File: config.mk
export PLATFORM = sky130hd
export DESIGN_NAME = ipsl_pcie_dma_tx_arb_flat
export DESIGN_NICKNAME = d
export VERILOG_FILES = /design/src/rtl/ipsl_pcie_dma_tx_arb_if.sv /design/src/rtl/ipsl_pcie_dma_tx_arb.sv /design/src/flat_wrapper.sv
export SDC_FILE = /design/constraint.sdc
export NUM_CORES = 1
export LEC_CHECK = 0
export CAP_MARGIN = 20
export CORE_AREA = 2 2 229 231
export DETAILED_ROUTE_END_ITERATION = 6
export DIE_AREA = 0 0 231 233
export GPL_TIMING_DRIVEN = 0
export MAX_ROUTING_LAYER = met4
export PLACE_DENSITY_LB_ADDON = 0.12
export SETUP_SLACK_MARGIN = 0.4
export SLEW_MARGIN = 40
export SYNTH_ARGS = -nofsm -noshare
export SYNTH_HDL_FRONTEND = slang
export SYNTH_SLANG_ARGS = --single-unit
File: constraint.sdc
create_clock -name clk -period 2.05 [get_ports clk]
set_input_delay 0.3075 -clock clk [delete_from_list [all_inputs] [get_ports clk]]
set_output_delay 0.3075 -clock clk [all_outputs]
set_load 0.05 [all_outputs]
File: src/rtl/ipsl_pcie_dma_tx_arb_if.sv
// ---------------------------------------------------------------------------
// ipsl_pcie_dma_tx_arb_if
//   Bundle of the three DMA TX source streams, the PCIe core TX stream and
//   the arbiter debug outputs.
//   slave  : arbiter view (consumes source streams, drives the core stream,
//            grant, per-source TLP counters and the stall flag).
//   master : environment view (sources, core ready, debug readout).
// ---------------------------------------------------------------------------
interface ipsl_pcie_dma_tx_arb_if #(
  parameter int DATA_WIDTH = 128,
  parameter int CNT_WIDTH  = 16
);
  logic                  i_s0_tvld, i_s1_tvld, i_s2_tvld;
  logic [DATA_WIDTH-1:0] i_s0_tdata, i_s1_tdata, i_s2_tdata;
  logic                  i_s0_tlast, i_s1_tlast, i_s2_tlast;
  logic                  i_s0_tuser, i_s1_tuser, i_s2_tuser;
  logic                  o_s0_trdy, o_s1_trdy, o_s2_trdy;
  logic                  i_m_trdy;
  logic                  o_m_tvld;
  logic [DATA_WIDTH-1:0] o_m_tdata;
  logic                  o_m_tlast;
  logic                  o_m_tuser;
  logic [2:0]            o_grant;
  logic [CNT_WIDTH-1:0]  o_tlp_cnt0, o_tlp_cnt1, o_tlp_cnt2;
  logic                  o_stall_err;

  modport slave (
    input  i_s0_tvld, i_s1_tvld, i_s2_tvld,
    input  i_s0_tdata, i_s1_tdata, i_s2_tdata,
    input  i_s0_tlast, i_s1_tlast, i_s2_tlast,
    input  i_s0_tuser, i_s1_tuser, i_s2_tuser,
    output o_s0_trdy, o_s1_trdy, o_s2_trdy,
    input  i_m_trdy,
    output o_m_tvld, o_m_tdata, o_m_tlast, o_m_tuser,
    output o_grant, o_tlp_cnt0, o_tlp_cnt1, o_tlp_cnt2, o_stall_err
  );

  modport master (
    output i_s0_tvld, i_s1_tvld, i_s2_tvld,
    output i_s0_tdata, i_s1_tdata, i_s2_tdata,
    output i_s0_tlast, i_s1_tlast, i_s2_tlast,
    output i_s0_tuser, i_s1_tuser, i_s2_tuser,
    input  o_s0_trdy, o_s1_trdy, o_s2_trdy,
    output i_m_trdy,
    input  o_m_tvld, o_m_tdata, o_m_tlast, o_m_tuser,
    input  o_grant, o_tlp_cnt0, o_tlp_cnt1, o_tlp_cnt2, o_stall_err
  );
endinterface

File: src/rtl/ipsl_pcie_dma_tx_arb.sv
// ---------------------------------------------------------------------------
// ipsl_pcie_dma_tx_arb
//   Packet-granular arbiter merging the CPLD (0), MRD (1) and MWR (2) DMA TX
//   streams into the PCIe core TX stream. A grant is held from arbitration
//   until the tlast beat is accepted; the output passes through one register.
//   Ports:
//     clk, rst_n    : user clock, asynchronous active-low reset
//     i_tx_restart  : synchronous clear of TLP counters and stall flag
//     bus (slave)   : source streams, core stream, o_grant, o_tlp_cnt0..2,
//                     o_stall_err
//   Build option:
//     IPSL_PCIE_TX_ARB_CPLD_PRIO_EN : source 0 wins whenever it requests,
//     sources 1/2 round-robin between themselves. Undefined: 3-way RR.
// ---------------------------------------------------------------------------
module ipsl_pcie_dma_tx_arb #(
  parameter int DATA_WIDTH  = 128,
  parameter int CNT_WIDTH   = 16,
  parameter int STALL_LIMIT = 1024
) (
  input  logic                   clk,
  input  logic                   rst_n,
  input  logic                   i_tx_restart,
  ipsl_pcie_dma_tx_arb_if.slave  bus
);

  localparam int STALL_W = $clog2(STALL_LIMIT + 1);
  localparam logic [STALL_W-1:0] STALL_MAX  = STALL_W'(STALL_LIMIT);
  localparam logic [STALL_W-1:0] STALL_LAST = STALL_W'(STALL_LIMIT - 1);

  typedef enum logic {IDLE, LOCK} state_t;

  state_t                state;
  logic [2:0]            grant;
  logic [1:0]            ptr;
  logic [STALL_W-1:0]    stall_cnt;
  logic                  stall_err;
  logic [CNT_WIDTH-1:0]  tlp_cnt [3];

  logic                  tvld_p1, tlast_p1, tuser_p1;
  logic [DATA_WIDTH-1:0] tdata_p1;

  logic [2:0]            req;
  logic                  sel_vld, sel_last, sel_user;
  logic [DATA_WIDTH-1:0] sel_data;
  logic                  out_rdy, acc;

  assign req = {bus.i_s2_tvld, bus.i_s1_tvld, bus.i_s0_tvld};

  // Plain round-robin: first requester found starting at the pointer.
  function automatic logic [2:0] rr_pick(input logic [2:0] r, input logic [1:0] p);
    logic [2:0] g;
    int         idx;
    g = 3'b000;
    for (int k = 0; k < 3; k++) begin
      idx = (int'(p) + k) % 3;
      if (r[idx] && g == 3'b000) g[idx] = 1'b1;
    end
    return g;
  endfunction

  function automatic logic [2:0] arb_pick(input logic [2:0] r, input logic [1:0] p);
`ifdef IPSL_PCIE_TX_ARB_CPLD_PRIO_EN
    // Completions first to avoid requester-side completion timeouts.
    if (r[0]) return 3'b001;
    return rr_pick(r & 3'b110, p);
`else
    return rr_pick(r, p);
`endif
  endfunction

  // Pointer moves to the source after the winner.
  function automatic logic [1:0] ptr_next(input logic [2:0] g, input logic [1:0] p);
    logic [1:0] n;
    n = p;
    if (g[1]) n = 2'd2;
    if (g[2]) n = 2'd0;
`ifndef IPSL_PCIE_TX_ARB_CPLD_PRIO_EN
    if (g[0]) n = 2'd1;
`endif
    return n;
  endfunction

  always_comb begin
    sel_vld  = 1'b0;
    sel_last = 1'b0;
    sel_user = 1'b0;
    sel_data = '0;
    unique case (grant)
      3'b001: begin
        sel_vld = bus.i_s0_tvld; sel_last = bus.i_s0_tlast;
        sel_user = bus.i_s0_tuser; sel_data = bus.i_s0_tdata;
      end
      3'b010: begin
        sel_vld = bus.i_s1_tvld; sel_last = bus.i_s1_tlast;
        sel_user = bus.i_s1_tuser; sel_data = bus.i_s1_tdata;
      end
      3'b100: begin
        sel_vld = bus.i_s2_tvld; sel_last = bus.i_s2_tlast;
        sel_user = bus.i_s2_tuser; sel_data = bus.i_s2_tdata;
      end
      default: ;
    endcase
  end

  // Output register can take a beat when empty or draining this cycle.
  assign out_rdy = ~tvld_p1 | bus.i_m_trdy;
  // grant is only non-zero in LOCK, so no beat is taken while arbitrating.
  assign acc     = sel_vld & out_rdy;

  assign bus.o_s0_trdy = grant[0] & out_rdy;
  assign bus.o_s1_trdy = grant[1] & out_rdy;
  assign bus.o_s2_trdy = grant[2] & out_rdy;

  // Arbitration / grant FSM, stall supervision and TLP counters
  always_ff @(posedge clk or negedge rst_n) begin
    if (!rst_n) begin
      state     <= IDLE;
      grant     <= 3'b000;
      ptr       <= 2'd0;
      stall_cnt <= '0;
      stall_err <= 1'b0;
      for (int i = 0; i < 3; i++) tlp_cnt[i] <= '0;
    end else begin
      unique case (state)
        IDLE: begin
          stall_cnt <= '0;
          if (|req) begin
            grant <= arb_pick(req, ptr);
            state <= LOCK;
          end
        end
        LOCK: begin
          if (acc) begin
            stall_cnt <= '0;
            if (sel_last) begin
              grant <= 3'b000;
              ptr   <= ptr_next(grant, ptr);
              state <= IDLE;
            end
          end else if (!sel_vld && stall_cnt != STALL_MAX) begin
            stall_cnt <= stall_cnt + 1'b1;
          end
        end
        default: state <= IDLE;
      endcase

      // Restart clear takes precedence over a same-cycle increment or flag.
      if (i_tx_restart) begin
        stall_err <= 1'b0;
        for (int i = 0; i < 3; i++) tlp_cnt[i] <= '0;
      end else begin
        if (state == LOCK && !sel_vld && stall_cnt == STALL_LAST) stall_err <= 1'b1;
        for (int i = 0; i < 3; i++)
          if (acc && sel_last && grant[i]) tlp_cnt[i] <= tlp_cnt[i] + 1'b1;
      end
    end
  end

  // Stage p1: output register towards the PCIe core
  always_ff @(posedge clk or negedge rst_n) begin
    if (!rst_n) begin
      tvld_p1  <= 1'b0;
      tlast_p1 <= 1'b0;
      tuser_p1 <= 1'b0;
      tdata_p1 <= '0;
    end else if (acc) begin
      tvld_p1  <= 1'b1;
      tlast_p1 <= sel_last;
      tuser_p1 <= sel_user;
      tdata_p1 <= sel_data;
    end else if (bus.i_m_trdy) begin
      tvld_p1  <= 1'b0;
    end
  end

  assign bus.o_m_tvld    = tvld_p1;
  assign bus.o_m_tdata   = tdata_p1;
  assign bus.o_m_tlast   = tlast_p1;
  assign bus.o_m_tuser   = tuser_p1;
  assign bus.o_grant     = grant;
  assign bus.o_tlp_cnt0  = tlp_cnt[0];
  assign bus.o_tlp_cnt1  = tlp_cnt[1];
  assign bus.o_tlp_cnt2  = tlp_cnt[2];
  assign bus.o_stall_err = stall_err;

endmodule

File: src/flat_wrapper.sv
// flat-port wrapper written by rule: the top's interface ports become plain ports
module ipsl_pcie_dma_tx_arb_flat 
#(
  parameter int DATA_WIDTH  = 128,
  parameter int CNT_WIDTH   = 16,
  parameter int STALL_LIMIT = 1024
)
  (clk, rst_n, i_tx_restart, bus_i_s0_tvld, bus_i_s1_tvld, bus_i_s2_tvld, bus_i_s0_tdata, bus_i_s1_tdata, bus_i_s2_tdata, bus_i_s0_tlast, bus_i_s1_tlast, bus_i_s2_tlast, bus_i_s0_tuser, bus_i_s1_tuser, bus_i_s2_tuser, bus_o_s0_trdy, bus_o_s1_trdy, bus_o_s2_trdy, bus_i_m_trdy, bus_o_m_tvld, bus_o_m_tdata, bus_o_m_tlast, bus_o_m_tuser, bus_o_grant, bus_o_tlp_cnt0, bus_o_tlp_cnt1, bus_o_tlp_cnt2, bus_o_stall_err);
  ipsl_pcie_dma_tx_arb_if #(.DATA_WIDTH(DATA_WIDTH), .CNT_WIDTH(CNT_WIDTH)) bus_i ();
  input  logic clk;
  input  logic rst_n;
  input  logic i_tx_restart;
  input wire logic [$bits(bus_i.i_s0_tvld)-1:0] bus_i_s0_tvld;
  input wire logic [$bits(bus_i.i_s1_tvld)-1:0] bus_i_s1_tvld;
  input wire logic [$bits(bus_i.i_s2_tvld)-1:0] bus_i_s2_tvld;
  input wire logic [$bits(bus_i.i_s0_tdata)-1:0] bus_i_s0_tdata;
  input wire logic [$bits(bus_i.i_s1_tdata)-1:0] bus_i_s1_tdata;
  input wire logic [$bits(bus_i.i_s2_tdata)-1:0] bus_i_s2_tdata;
  input wire logic [$bits(bus_i.i_s0_tlast)-1:0] bus_i_s0_tlast;
  input wire logic [$bits(bus_i.i_s1_tlast)-1:0] bus_i_s1_tlast;
  input wire logic [$bits(bus_i.i_s2_tlast)-1:0] bus_i_s2_tlast;
  input wire logic [$bits(bus_i.i_s0_tuser)-1:0] bus_i_s0_tuser;
  input wire logic [$bits(bus_i.i_s1_tuser)-1:0] bus_i_s1_tuser;
  input wire logic [$bits(bus_i.i_s2_tuser)-1:0] bus_i_s2_tuser;
  output wire logic [$bits(bus_i.o_s0_trdy)-1:0] bus_o_s0_trdy;
  output wire logic [$bits(bus_i.o_s1_trdy)-1:0] bus_o_s1_trdy;
  output wire logic [$bits(bus_i.o_s2_trdy)-1:0] bus_o_s2_trdy;
  input wire logic [$bits(bus_i.i_m_trdy)-1:0] bus_i_m_trdy;
  output wire logic [$bits(bus_i.o_m_tvld)-1:0] bus_o_m_tvld;
  output wire logic [$bits(bus_i.o_m_tdata)-1:0] bus_o_m_tdata;
  output wire logic [$bits(bus_i.o_m_tlast)-1:0] bus_o_m_tlast;
  output wire logic [$bits(bus_i.o_m_tuser)-1:0] bus_o_m_tuser;
  output wire logic [$bits(bus_i.o_grant)-1:0] bus_o_grant;
  output wire logic [$bits(bus_i.o_tlp_cnt0)-1:0] bus_o_tlp_cnt0;
  output wire logic [$bits(bus_i.o_tlp_cnt1)-1:0] bus_o_tlp_cnt1;
  output wire logic [$bits(bus_i.o_tlp_cnt2)-1:0] bus_o_tlp_cnt2;
  output wire logic [$bits(bus_i.o_stall_err)-1:0] bus_o_stall_err;
  assign bus_i.i_s0_tvld = bus_i_s0_tvld;
  assign bus_i.i_s1_tvld = bus_i_s1_tvld;
  assign bus_i.i_s2_tvld = bus_i_s2_tvld;
  assign bus_i.i_s0_tdata = bus_i_s0_tdata;
  assign bus_i.i_s1_tdata = bus_i_s1_tdata;
  assign bus_i.i_s2_tdata = bus_i_s2_tdata;
  assign bus_i.i_s0_tlast = bus_i_s0_tlast;
  assign bus_i.i_s1_tlast = bus_i_s1_tlast;
  assign bus_i.i_s2_tlast = bus_i_s2_tlast;
  assign bus_i.i_s0_tuser = bus_i_s0_tuser;
  assign bus_i.i_s1_tuser = bus_i_s1_tuser;
  assign bus_i.i_s2_tuser = bus_i_s2_tuser;
  assign bus_o_s0_trdy = bus_i.o_s0_trdy;
  assign bus_o_s1_trdy = bus_i.o_s1_trdy;
  assign bus_o_s2_trdy = bus_i.o_s2_trdy;
  assign bus_i.i_m_trdy = bus_i_m_trdy;
  assign bus_o_m_tvld = bus_i.o_m_tvld;
  assign bus_o_m_tdata = bus_i.o_m_tdata;
  assign bus_o_m_tlast = bus_i.o_m_tlast;
  assign bus_o_m_tuser = bus_i.o_m_tuser;
  assign bus_o_grant = bus_i.o_grant;
  assign bus_o_tlp_cnt0 = bus_i.o_tlp_cnt0;
  assign bus_o_tlp_cnt1 = bus_i.o_tlp_cnt1;
  assign bus_o_tlp_cnt2 = bus_i.o_tlp_cnt2;
  assign bus_o_stall_err = bus_i.o_stall_err;
  ipsl_pcie_dma_tx_arb #(.DATA_WIDTH(DATA_WIDTH), .CNT_WIDTH(CNT_WIDTH), .STALL_LIMIT(STALL_LIMIT)) u_core (.clk(clk), .rst_n(rst_n), .i_tx_restart(i_tx_restart), .bus(bus_i));
endmodule
==> results.md <==
* Relative max-transition margin at 49.58%
* Async set-or-reset flop fraction in the synthesized netlist at 100.0%
* Final hold slack at 0.2799 ns
* Setup Skew at 0.01325 ns
* Worst-skew pair later-pin latency at 0.46 ns
* Type of the worst min-delay path: primary input to flop
* Top post-synthesis cells by area: sky130_fd_sc_hd__dfrtp_1 46%, sky130_fd_sc_hd__a22oi_1 9.0%, sky130_fd_sc_hd__a21oi_1 6.6%, sky130_fd_sc_hd__o21ai_0 6.5%, sky130_fd_sc_hd__nor2_1 6.4%
* # Max-Cap Violations at 0
* Critical path fanouts, max at 5
* Worst Setup SP: u_core.bus.o_grant[0]$_DFFE_PN0P_
* Maximum vdd ir drop at 0.0006783 V
* Setup repair after global routing missed its margin: yes
* Yosys top cell by area: sky130_fd_sc_hd__dfrtp_1
* Required time at the endpoint of the critical path at 2.43 ns
* Placeable core area at 51,090 um2
* FF-to-FF Start: u_core.bus.o_grant[0]$_DFFE_PN0P_
* Layout-stage area growth over the synthesis result at 106.2%
* Longest individual stage delay on the worst path at 0.44 ns
* Maximum number of pins on one net before global-route repair at 68
* Detail-routed via count per cell at 4.685
* CP Capture Type: flop
* Number of detailed-route iterations in the first pass at 7
* First-iteration detailed-routing DRC count at 633
* Yosys warning count at 0
* Wire length of the first global-routing pass at 86.99 mm
* Clock-pin slew on the worst setup and hold paths at 0.07 ns
* Power density over the cells at 1468 nW/um2
* Number of pins with negative max-slew slack in the final report at 0
* CTS root buffer: sky130_fd_sc_hd__clkbuf_16
* Number of antenna violations at the first check in global routing at 5
* Width of the chip at 231 um
* # clock sinks at 197
* Post-synthesis instance total at 1,278
* Beginning of the worst hold path: i_tx_restart
* Share of final-layout standard cells stronger than drive strength 1 at 35.13%
* Final net count at 2,416
* Status: finished, violations left
* Floorplan die area at 53,820 um2
* Worst Setup Start Kind: flop
* Smallest setup slack after layout at -0.2039 ns
* Total global-route track usage at 22.71%
* Clock tree from TritonCTS: yes
* Fraction of the cycle the final worst path needs at 109.9%
* Count of final setup violators at 175
* Per-instance average area after synthesis at 8.387 um2
* Maximum level of the CTS H-tree at 4
* Detailed-route wire length per cell at 22.50 um
* Post-synthesis instance area at 10,720 um2
* Most used cell, CP: sky130_fd_sc_hd__buf_6
* Least-Margin Pin Slew at 0.7563 ns
* Initial Util at 20.98%
* Vias in the first global route at 13,328
* Final Critical Period at 2.254 ns
* DRC at 0
* Post-synth top flop: sky130_fd_sc_hd__dfrtp_1
* Fraction of post-synthesis cell area in the top cell type by area at 45.99%
* Most frequent standard cell in the layout excluding fill and tap cells: sky130_fd_sc_hd__clkdlybuf4s50_1
* Failing checks: negative setup slack
* Portion of the post-synthesis area used by sequential elements at 45.99%
* Via total after detailed routing at 12,672
* Number of placement rows at 83
* Global placer's final weighted congestion at 0.8747
* Final HPWL from detailed placement at 46.28 mm
* Synth unique cells at 51
* Net count after synthesis at 1,684
* Maximum frequency from static timing analysis at 0.4437 GHz
* Post-layout utilization of the core at 43.26%
* I/O pin total at 583
* Cts bufs inserted at 17
* Flop and latch count out of synthesis at 197
* Die Y at 233 um
* Number of I/O port buffers at 580
* Critical Path Slowest Stage Cell: sky130_fd_sc_hd__dfrtp_2
* Fin. Hold Viols at 0
* Routed Antenna Nets at 0
* Flop2flop setup slack at -0.20 ns
* Cell breakdown of the critical path: buf_6 -> and4bb_4 -> o31ai_4 -> buf_6 -> or4_4 -> buf_6 -> or3_4 -> a21oi_2
* Drt total wl at 60.86 mm
* Global route overflow at 0
* Number of buffers on the longest clock path at 2
* EDFF count, synth at 0
* Leakage at 0.009770 uW
* Type of the worst setup path: flop to flop
* Commonest cells after routing, fill and taps aside: 391 x sky130_fd_sc_hd__clkdlybuf4s50_1, 177 x sky130_fd_sc_hd__nor2_1, 177 x sky130_fd_sc_hd__dfrtp_1
* Data arrival, critical path at 2.63 ns
## what timing repair did
item | in CTS | in global routing
pin swaps | 161 | 75
hold endpoints to repair | 30 | 0
buffers inserted | 86 | 18
cloned | 25 | 0
hold buffers | 1 | 0
setup endpoints to repair | 383 | 280
gates resized for setup | 740 | 302
## cell usage after synthesis, types with 5 or more instances
library cell,count
sky130_fd_sc_hd__or3_1,8
sky130_fd_sc_hd__xnor2_1,26
sky130_fd_sc_hd__o21ai_0,139
sky130_fd_sc_hd__nor3_1,9
sky130_fd_sc_hd__buf_2,17
sky130_fd_sc_hd__mux2i_1,7
sky130_fd_sc_hd__nor2_1,182
sky130_fd_sc_hd__nor2b_1,6
sky130_fd_sc_hd__buf_1,9
sky130_fd_sc_hd__nor4_1,13
sky130_fd_sc_hd__clkbuf_1,75
sky130_fd_sc_hd__nand2_1,153
sky130_fd_sc_hd__and4_1,5
sky130_fd_sc_hd__a21oi_1,141
sky130_fd_sc_hd__nand3_1,27
sky130_fd_sc_hd__nand4_1,24
sky130_fd_sc_hd__and3_1,9
sky130_fd_sc_hd__dfrtp_1,197
sky130_fd_sc_hd__a22oi_1,129
sky130_fd_sc_hd__inv_1,14
sky130_fd_sc_hd__ha_1,9
sky130_fd_sc_hd__nor4b_1,10
sky130_fd_sc_hd__xor2_1,17
## report_power, final
group | internal, uW | switching [uW]
Clock | 1670 | 1580
Combinational | 9560 | 13400
Sequential | 5190 | 1100
Total | 16400 | 16000
## worst max-delay path, delay by kind of cell, from the launching register on
kind | cells | cell delay (ns)
compound gates | 2 | 0.21
simple gates | 3 | 1.11
flops | 1 | 0.44
buf+inv | 3 | 0.43
## layout make-up
type,instances,area (um2)
diodes,4,10.01
plain buffers,104,1144
clock buffers,23,447.9
clock inverters,7,76.32
fillers,5063,28990
inverters,14,56.30
multi-input cells,963,6847
flip-flops and latches,197,4955
well taps,680,850.8
repair buffers,713,7719
## path summary, 6_finish.rpt
path	to	cells after the start
max in group asynchronous	u_core.bus.o_m_tdata[94]$_DFFE_PN0P_	4
hold reg to reg	u_core.bus.o_m_tdata[92]$_DFFE_PN0P_	2
min in group asynchronous	u_core.bus.o_tlp_cnt0[13]$_DFFE_PN0P_	2
setup / recovery	u_core.bus.o_tlp_cnt1[10]$_DFFE_PN0P_	8
hold / removal	u_core.bus.o_tlp_cnt2[12]$_DFFE_PN0P_	2
setup reg to reg	u_core.bus.o_tlp_cnt1[10]$_DFFE_PN0P_	8
## sequential cells by signal, indices dropped and copies added, names as in the netlist
signal and count:
u_core.bus.o_m_tlast 1, u_core.bus.o_tlp_cnt1 16, u_core.bus.o_m_tdata 128, u_core.ptr 2, u_core.bus.o_m_tvld 1, u_core.bus.o_grant 3, u_core.bus.o_tlp_cnt0 16, u_core.bus.o_stall_err 1
u_core.state 1, u_core.stall_cnt 11, u_core.bus.o_m_tuser 1, u_core.bus.o_tlp_cnt2 16
## through the flow
step                      TNS (ns)  std cells  instance area [um2]  setup slack, ns  total power (uW)
after floorplan             -2.443       1278                11320          -0.2207             16280
after global placement    -1829.32       2538                17980           -9.154             22980
after detailed placement   -163.71       2541                18080           -1.157             23070
after CTS                   -9.419       2683                21390          -0.1826             31460
after global routing        -30.55       2705                22110          -0.2667             34140
final                       -20.18       2705                22110          -0.2039             32460
## layer usage
layer | vias up | track usage, % | wire length (um)
met4 | 0 | 7.117 | 1632
li1 | 6045 | - | -
met2 | 321 | 39.30 | 31880
met3 | 72 | 4.154 | 2454
met1 | 6234 | 26.66 | 24900
met5 | - | - | 0
## kinds of logic (layout without fill, tap and decap cells)
group	count (synthesis)	after routing	synth area share, %
muxes	8	8	0.7587
adders and majority gates	9	9	1.051
other	0	4	0
xor gates and xnor gates	43	43	3.513
DFF	197	197	45.99
AOI/OAI and AO/OA	430	430	23.85
buffers and inverters	118	861	4.506
and+or+nand+nor	473	473	20.33
No activity file was read; power rests on OpenSTA's default activity.
